## src/rtl/seven_seg_scan_ctrl_if.sv

```systemverilog
// Purpose : bundles the display-load handshake and the scanned decoder/digit-select
//           outputs of seven_seg_scan_ctrl into one interface.
// Ports   : master = load source / display side, slave = scan controller.
//           load_valid/load_ready/load_data/load_dp/lz_blank_en feed the controller;
//           nibble_out/dp_out/digit_en drive the shared decoder and the digit commons.
interface seven_seg_scan_ctrl_if #(
  parameter int DIGITS = 4
);
  logic                  load_valid;
  logic                  load_ready;
  logic [4*DIGITS-1:0]   load_data;
  logic [DIGITS-1:0]     load_dp;
  logic                  lz_blank_en;
  logic [3:0]            nibble_out;
  logic                  dp_out;
  logic [DIGITS-1:0]     digit_en;

  modport master (
    output load_valid, load_data, load_dp, lz_blank_en,
    input  load_ready, nibble_out, dp_out, digit_en
  );

  modport slave (
    input  load_valid, load_data, load_dp, lz_blank_en,
    output load_ready, nibble_out, dp_out, digit_en
  );
endinterface

```

## src/rtl/seven_seg_scan_ctrl.sv

```systemverilog
// Purpose    : time-multiplexes DIGITS BCD digits onto one shared 7-segment decoder,
//              with a blanking gap per slot and frame-aligned display updates.
// Latency    : all outputs registered; a load becomes visible at the first frame
//              boundary after it leaves the pending buffer (digit 0 BLANK slot).
// Backpressure: load_ready = ~pending_full (registered); a source offered while
//              ready is low must hold valid/data until accepted.
// Ports      : clk, rst_n (async active-low) plus bus (slave modport): load_valid,
//              load_ready, load_data, load_dp, lz_blank_en in/out of the handshake;
//              nibble_out, dp_out, digit_en towards the decoder and digit commons.
module seven_seg_scan_ctrl #(
  parameter int DIGITS    = 4,
  parameter int SLOT_CYC  = 1000,
  parameter int BLANK_CYC = 16
) (
  input  logic                  clk,
  input  logic                  rst_n,
  seven_seg_scan_ctrl_if.slave  bus
);

  localparam int CW = (SLOT_CYC > 1) ? $clog2(SLOT_CYC) : 1;
  localparam int IW = (DIGITS > 1) ? $clog2(DIGITS) : 1;

  typedef enum logic {
    ST_BLANK = 1'b0,
    ST_SHOW  = 1'b1
  } state_t;

  // Scan state
  state_t               state_q, state_d;
  logic [CW-1:0]        cnt_q, cnt_d;
  logic [IW-1:0]        idx_q, idx_d;

  // Double-buffered display data: active drives the scan, pending holds the next word
  logic [4*DIGITS-1:0]  act_dat_q, act_dat_d;
  logic [DIGITS-1:0]    act_dp_q, act_dp_d;
  logic [4*DIGITS-1:0]  pend_dat_q, pend_dat_d;
  logic [DIGITS-1:0]    pend_dp_q, pend_dp_d;
  logic                 pend_full_q, pend_full_d;

  // Registered outputs
  logic                 load_ready_q, load_ready_d;
  logic [3:0]           nibble_q, nibble_d;
  logic                 dp_q, dp_d;
  logic [DIGITS-1:0]    digit_en_q, digit_en_d;

  // Combinational helpers
  logic                 slot_end;
  logic                 frame_end;
  logic                 load_acc;
  logic                 zero_run;
  logic [DIGITS-1:0]    lz_vec;
  logic [DIGITS-1:0]    one_hot;

  always_comb begin
    state_d     = state_q;
    cnt_d       = cnt_q + CW'(1);
    idx_d       = idx_q;
    act_dat_d   = act_dat_q;
    act_dp_d    = act_dp_q;
    pend_dat_d  = pend_dat_q;
    pend_dp_d   = pend_dp_q;
    pend_full_d = pend_full_q;

    slot_end  = (state_q == ST_SHOW) && (cnt_q == CW'(SLOT_CYC - 1));
    frame_end = slot_end && (idx_q == IW'(DIGITS - 1));
    load_acc  = bus.load_valid && load_ready_q;

    // Slot sequencing: cnt runs across the whole slot, BLANK occupies its first
    // BLANK_CYC cycles, SHOW the remainder.
    case (state_q)
      ST_BLANK: begin
        if (cnt_q == CW'(BLANK_CYC - 1)) begin
          state_d = ST_SHOW;
        end
      end
      ST_SHOW: begin
        if (slot_end) begin
          state_d = ST_BLANK;
          cnt_d   = '0;
          idx_d   = (idx_q == IW'(DIGITS - 1)) ? '0 : idx_q + IW'(1);
        end
      end
      default: begin
        state_d = ST_BLANK;
        cnt_d   = '0;
        idx_d   = '0;
      end
    endcase

    // Pending -> active only on the frame boundary so a frame never mixes words.
    if (frame_end && pend_full_q) begin
      act_dat_d   = pend_dat_q;
      act_dp_d    = pend_dp_q;
      pend_full_d = 1'b0;
    end

    // Acceptance implies pending was empty, so it can never collide with the
    // transfer above; a load on a boundary edge simply waits for the next one.
    if (load_acc) begin
      pend_dat_d  = bus.load_data;
      pend_dp_d   = bus.load_dp;
      pend_full_d = 1'b1;
    end

    load_ready_d = ~pend_full_d;

    // Leading-zero mask: walk from the top digit down while everything seen so
    // far is zero. Digit 0 is never masked.
    zero_run = 1'b1;
    lz_vec   = '0;
    for (int i = DIGITS - 1; i >= 1; i--) begin
      zero_run  = zero_run && (act_dat_d[4*i +: 4] == 4'h0);
      lz_vec[i] = bus.lz_blank_en && zero_run;
    end

    one_hot = {{(DIGITS-1){1'b0}}, 1'b1} << idx_d;

    // Outputs follow the next-state slot so they line up with state/cnt/idx.
    // Nibble and dp are presented during BLANK too, giving the decoder time to settle.
    nibble_d   = act_dat_d[4*int'(idx_d) +: 4];
    dp_d       = act_dp_d[idx_d];
    digit_en_d = '0;
    if (state_d == ST_SHOW) begin
      if (lz_vec[idx_d]) begin
        dp_d = 1'b0;
      end else begin
        digit_en_d = one_hot;
      end
    end
  end

  always_ff @(posedge clk or negedge rst_n) begin
    if (!rst_n) begin
      state_q      <= ST_BLANK;
      cnt_q        <= '0;
      idx_q        <= '0;
      act_dat_q    <= '0;
      act_dp_q     <= '0;
      pend_dat_q   <= '0;
      pend_dp_q    <= '0;
      pend_full_q  <= 1'b0;
      load_ready_q <= 1'b1;
      nibble_q     <= 4'h0;
      dp_q         <= 1'b0;
      digit_en_q   <= '0;
    end else begin
      state_q      <= state_d;
      cnt_q        <= cnt_d;
      idx_q        <= idx_d;
      act_dat_q    <= act_dat_d;
      act_dp_q     <= act_dp_d;
      pend_dat_q   <= pend_dat_d;
      pend_dp_q    <= pend_dp_d;
      pend_full_q  <= pend_full_d;
      load_ready_q <= load_ready_d;
      nibble_q     <= nibble_d;
      dp_q         <= dp_d;
      digit_en_q   <= digit_en_d;
    end
  end

  assign bus.load_ready = load_ready_q;
  assign bus.nibble_out = nibble_q;
  assign bus.dp_out     = dp_q;
  assign bus.digit_en   = digit_en_q;

endmodule

```

## src/flat_wrapper.sv

```systemverilog
// flat-port wrapper written by rule: the top's interface ports become plain ports
module seven_seg_scan_ctrl_flat 
#(
  parameter int DIGITS    = 4,
  parameter int SLOT_CYC  = 1000,
  parameter int BLANK_CYC = 16
)
  (clk, rst_n, bus_load_valid, bus_load_data, bus_load_dp, bus_lz_blank_en, bus_load_ready, bus_nibble_out, bus_dp_out, bus_digit_en);
  seven_seg_scan_ctrl_if #(.DIGITS(DIGITS)) bus_i ();
  input  logic clk;
  input  logic rst_n;
  input wire logic [$bits(bus_i.load_valid)-1:0] bus_load_valid;
  input wire logic [$bits(bus_i.load_data)-1:0] bus_load_data;
  input wire logic [$bits(bus_i.load_dp)-1:0] bus_load_dp;
  input wire logic [$bits(bus_i.lz_blank_en)-1:0] bus_lz_blank_en;
  output wire logic [$bits(bus_i.load_ready)-1:0] bus_load_ready;
  output wire logic [$bits(bus_i.nibble_out)-1:0] bus_nibble_out;
  output wire logic [$bits(bus_i.dp_out)-1:0] bus_dp_out;
  output wire logic [$bits(bus_i.digit_en)-1:0] bus_digit_en;
  assign bus_i.load_valid = bus_load_valid;
  assign bus_i.load_data = bus_load_data;
  assign bus_i.load_dp = bus_load_dp;
  assign bus_i.lz_blank_en = bus_lz_blank_en;
  assign bus_load_ready = bus_i.load_ready;
  assign bus_nibble_out = bus_i.nibble_out;
  assign bus_dp_out = bus_i.dp_out;
  assign bus_digit_en = bus_i.digit_en;
  seven_seg_scan_ctrl #(.DIGITS(DIGITS), .SLOT_CYC(SLOT_CYC), .BLANK_CYC(BLANK_CYC)) u_core (.clk(clk), .rst_n(rst_n), .bus(bus_i));
endmodule
```

## config.mk

```make
export PLATFORM = sky130hd
export DESIGN_NAME = seven_seg_scan_ctrl_flat
export DESIGN_NICKNAME = d
export VERILOG_FILES = /design/src/rtl/seven_seg_scan_ctrl_if.sv /design/src/rtl/seven_seg_scan_ctrl.sv /design/src/flat_wrapper.sv
export SDC_FILE = /design/constraint.sdc
export NUM_CORES = 1
export LEC_CHECK = 0
export BUFFER_PORTS_ARGS = -buffer_cell sky130_fd_sc_hd__buf_2
export CORE_ASPECT_RATIO = 0.9
export CORE_MARGIN = 1
export CORE_UTILIZATION = 61
export DETAILED_ROUTE_END_ITERATION = 8
export PLACE_DENSITY = 0.83
export SYNTH_ARGS = -nofsm -noshare
export SYNTH_HDL_FRONTEND = slang
export SYNTH_SLANG_ARGS = --single-unit
```

## constraint.sdc

```tcl
create_clock -name clk -period 4.4 [get_ports clk]
set_input_delay 1.32 -clock clk [delete_from_list [all_inputs] [get_ports clk]]
set_output_delay 1.32 -clock clk [all_outputs]
set_load 0.05 [all_outputs]
```

==> metrics.md <==
| Metric | Value |
|---|---|
| Clock latency on the worst-skew pair | 0.35 ns |
| Post-cts repair resize count | 0 |
| Post-synthesis sequential area ratio | between 50% and 60% |
| Reg2Reg Setup Slack | between 1.5 and 2 ns |
| Root Driver | clkbuf_8 |
| Share of layout cells above drive strength 1 | 26.2% |
| DIE AREA | 4850 µm² |
| Syn Inst Count | 241 |
| Slew Limit Headroom | 39.2% |
| Syn avg cell area | 11.6 µm² |
| Fillers | 318 |
| Synth Warn # | 0 |
| Met2 wire length | 2390 µm |
| FF-to-FF path depth | 7 |
| CTS tree | yes |
| Io pins | 34 |
| WL met1 | roughly 2400 µm |
| Die width | 73.3 µm |
| Core area | ~4200 µm² |
| DR top layer | met4 |
| Crit Path Class | reg -> reg |
| Initial DRC count | a little over 100 |
| First-pass GRT wire length | 8940 µm |
| H-tree depth | 3 |
| CTS sink count | 64 |
| Hold crit path type | reg -> reg |
| Worst EP arrival | 3.10 ns |
| Row count | 22 |
| Syn Nets | 267 |
| Routed wire length | 5200 µm |
| R2r endpoint | u_core.bus.digit_en[1]$_DFF_PN0_ |
| Clock Skew | 0.00769 ns |
| CP endpoint kind | register |
| Final Non-Filler Cells | 346 |
| Worst hold path stage count | 2 |
| Vias in the first global route | 1,863 |
| CP Launch Type | register |
| DRT Pass-1 Iters | 4 |
| ANT cells | 0 |
| Outcome | finished clean |
| CTS Buf Count | 9 |
| # DRC | 0 |
| Clock edge transition at the registers on the reported setup and hold paths | 0.07 ns |
| Starting Density | 65.8% |
| Period utilisation layout | about two thirds |
| Area Overhead vs Synth | 13.9% |
| Die H | between 60 and 70 µm |
| Worst slew pin tran | 0.910 ns |
| Final net count | about 300 |
| HP Start | u_core.pend_dat_q[4]$_DFFE_PN0P_ |
| Final Hold Fails | 0 |
| Critical Path RT | between 4 and 5 ns |
| Synthesized area | roughly 2800 µm² |
| IO buf count | 33 |
| Largest net degree at the start of global routing | 39 |
| Setup tns final | 0 ns |
| Fmax | 351 MHz |
| Final setup viols | 0 |
| Post-route antenna net violation count | 0 |
| Detailed placer's ending HPWL | 3650 µm |
| Bufs on Longest Clock Path | 2 |
| DR WL/cell | 15.0 µm |
| Post-CTS setup buffers | 0 |
| Worst R2R Start | u_core.cnt_q[0]$_DFF_PN0_ |
| Seq cells post-synth | 64 |
| Routability cong. | 0.775 |
| WHS | 0.485 ns |
| Drt via density | 5.51 |
| Total track usage | 25.6% |
| Max cap viols | 0 |
| # hold bufs at CTS | 0 |
| Max IR drop VDD | 278 µV |
| Post-Place Worst Slack | between 1.5 and 2 ns |
| Initial antenna violation count | 0 |
| Yosys cell types | 36 |
| GRT overflow | 0 |
| Pleak | 1.76 nW |
| Post-layout min period | 2.85 ns |
| Via count | about 1.9k |
| DP Cell Count | 330 |
| Pwr Density | between 300 and 400 nW/µm² |
| Top fanout value on the critical path | 16 |
| RSZ-0062 raised after global routing | no |
| Met3 routed WL | about 310 µm |
| Hold EP | u_core.act_dat_q[4]$_DFF_PN0_ |
| Final worst slack | 1.55 ns |
| Max-slew violations | 0 |
[per-stage QoR]
stage	power [mW]	utilization (%)	cell area (µm²)
floorplan	0.600	-	2790
CTS	1.05	74.9	3180
finish	1.04	74.9	3180
global route	1.08	74.9	3180
global placement	0.622	71.0	3010
detailed placement	0.622	71.0	3010
[cell usage in the layout, fill, tap and decap left out, types with 3 or more instances in the layout]
master / count
clkbuf_8: 10
inv_1: 18
xor2_1: 3
nand3_1: 5
nand2_1: 35
and3_1: 4
dfrtp_1: 63
mux2_2: 21
nor3_1: 6
o22ai_1: 4
o21ai_0: 8
nor2_1: 14
buf_2: 33
xnor2_1: 3
clkinv_2: 4
mux2i_1: 21
[synthesized netlist by cell type]
cell type,count,area (µm²)
nor4_4,1,21.3
nand3_1,5,25.0
nor2_1,14,52.6
mux2i_1,21,210
buf_6,1,11.3
clkbuf_1,2,7.51
mux2i_2,1,13.8
or2_0,1,6.26
o22ai_1,4,25.0
a21oi_1,2,10.0
and3_1,4,25.0
xnor2_1,3,26.3
nor3_1,6,30.0
xor2_1,3,26.3
ha_1,2,25.0
nand4_2,1,12.5
o311a_1,1,10.0
nand3b_1,1,7.51
o21ai_0,8,40.0
inv_1,18,67.6
o41ai_1,1,8.76
or4_1,2,15.0
a31o_1,2,17.5
nor4_1,2,12.5
mux2_2,21,236
nand4b_1,2,17.5
o211ai_1,1,7.51
buf_2,3,15.0
dfrtp_1,63,1580
nor2b_1,2,12.5
nor3_4,1,16.3
a31oi_1,2,12.5
dfstp_2,1,26.3
nand2_1,35,131
nand2b_1,2,12.5
o22a_1,2,17.5
[worst max-delay path, cell delays in order (launching register included)]
cell      delay [ns]
dfrtp_1         0.39
ha_1            0.23
nand2b_1        0.19
nor3_4          0.62
mux2i_2         0.65
o21ai_0         0.21
and3_1          0.26
nor3_1          0.19
[power by group]
group / switching, mW / internal, mW / total [mW]
clock: 0.211 / 0.216 / 0.426
combinational: 0.0138 / 0.00796 / 0.0218
sequential: 0 / 0.589 / 0.589
[cell families after synthesis]
logic type / after synthesis / share of synthesized area (%)
flip-flops: 64 / 57.5
adder cells (fa/ha/maj): 2 / 0.897
buffers and inverters: 24 / 3.63
XOR/XNOR: 6 / 1.88
AO/OA/AOI/OAI: 23 / 5.34
AND/OR/NAND/NOR: 79 / 14.3
multiplexers: 43 / 16.5
[flip-flops by register name (all words and copies together) (netlist names)]
name and count:
u_core.bus.dp_out 1, u_core.state_q 1, u_core.bus.nibble_out 4, u_core.act_dp_q 4, u_core.bus.load_ready 1, u_core.cnt_q 10
u_core.idx_q 2, u_core.bus.digit_en 4, u_core.pend_dp_q 4, u_core.pend_dat_q 16, u_core.act_dat_q 16, u_core.pend_full_q 1
[per-layer routing]
metal / global-route usage [%] / vias up
met5: 0 / -
met4: 9.31 / 0
met3: 9.76 / 12
met2: 37.5 / 65
met1: 34.6 / 915
li1: - / 915
[worst max path at each step]
stage / depth (start not counted) / to / slack (ns) / from
floorplan: 3 / u_core.pend_dat_q[10]$_DFFE_PN0P_ / 2.17 / bus_load_valid
global placement: 3 / u_core.pend_dat_q[1]$_DFFE_PN0P_ / 1.80 / bus_load_valid
detailed placement: 6 / u_core.bus.digit_en[1]$_DFF_PN0_ / 1.66 / u_core.cnt_q[4]$_DFF_PN0_
CTS: 6 / u_core.bus.digit_en[1]$_DFF_PN0_ / 1.59 / u_core.cnt_q[4]$_DFF_PN0_
global route: 7 / u_core.bus.digit_en[2]$_DFF_PN0_ / 1.35 / u_core.cnt_q[0]$_DFF_PN0_
finish: 7 / u_core.bus.digit_en[1]$_DFF_PN0_ / 1.55 / u_core.cnt_q[0]$_DFF_PN0_
[final cells by class]
type / instances / area, µm² / area share [%]
Tap cell: 60 / 75.1 / 2.36
Sequential cell: 64 / 1600 / 50.5
Clock inverter: 4 / 20.0 / 0.630
Clock buffer: 12 / 145 / 4.57
Multi-Input combinational cell: 153 / 1080 / 34.2
Inverter: 18 / 67.6 / 2.13
Timing Repair Buffer: 35 / 180 / 5.67
Power figures use the tool's default switching activity.
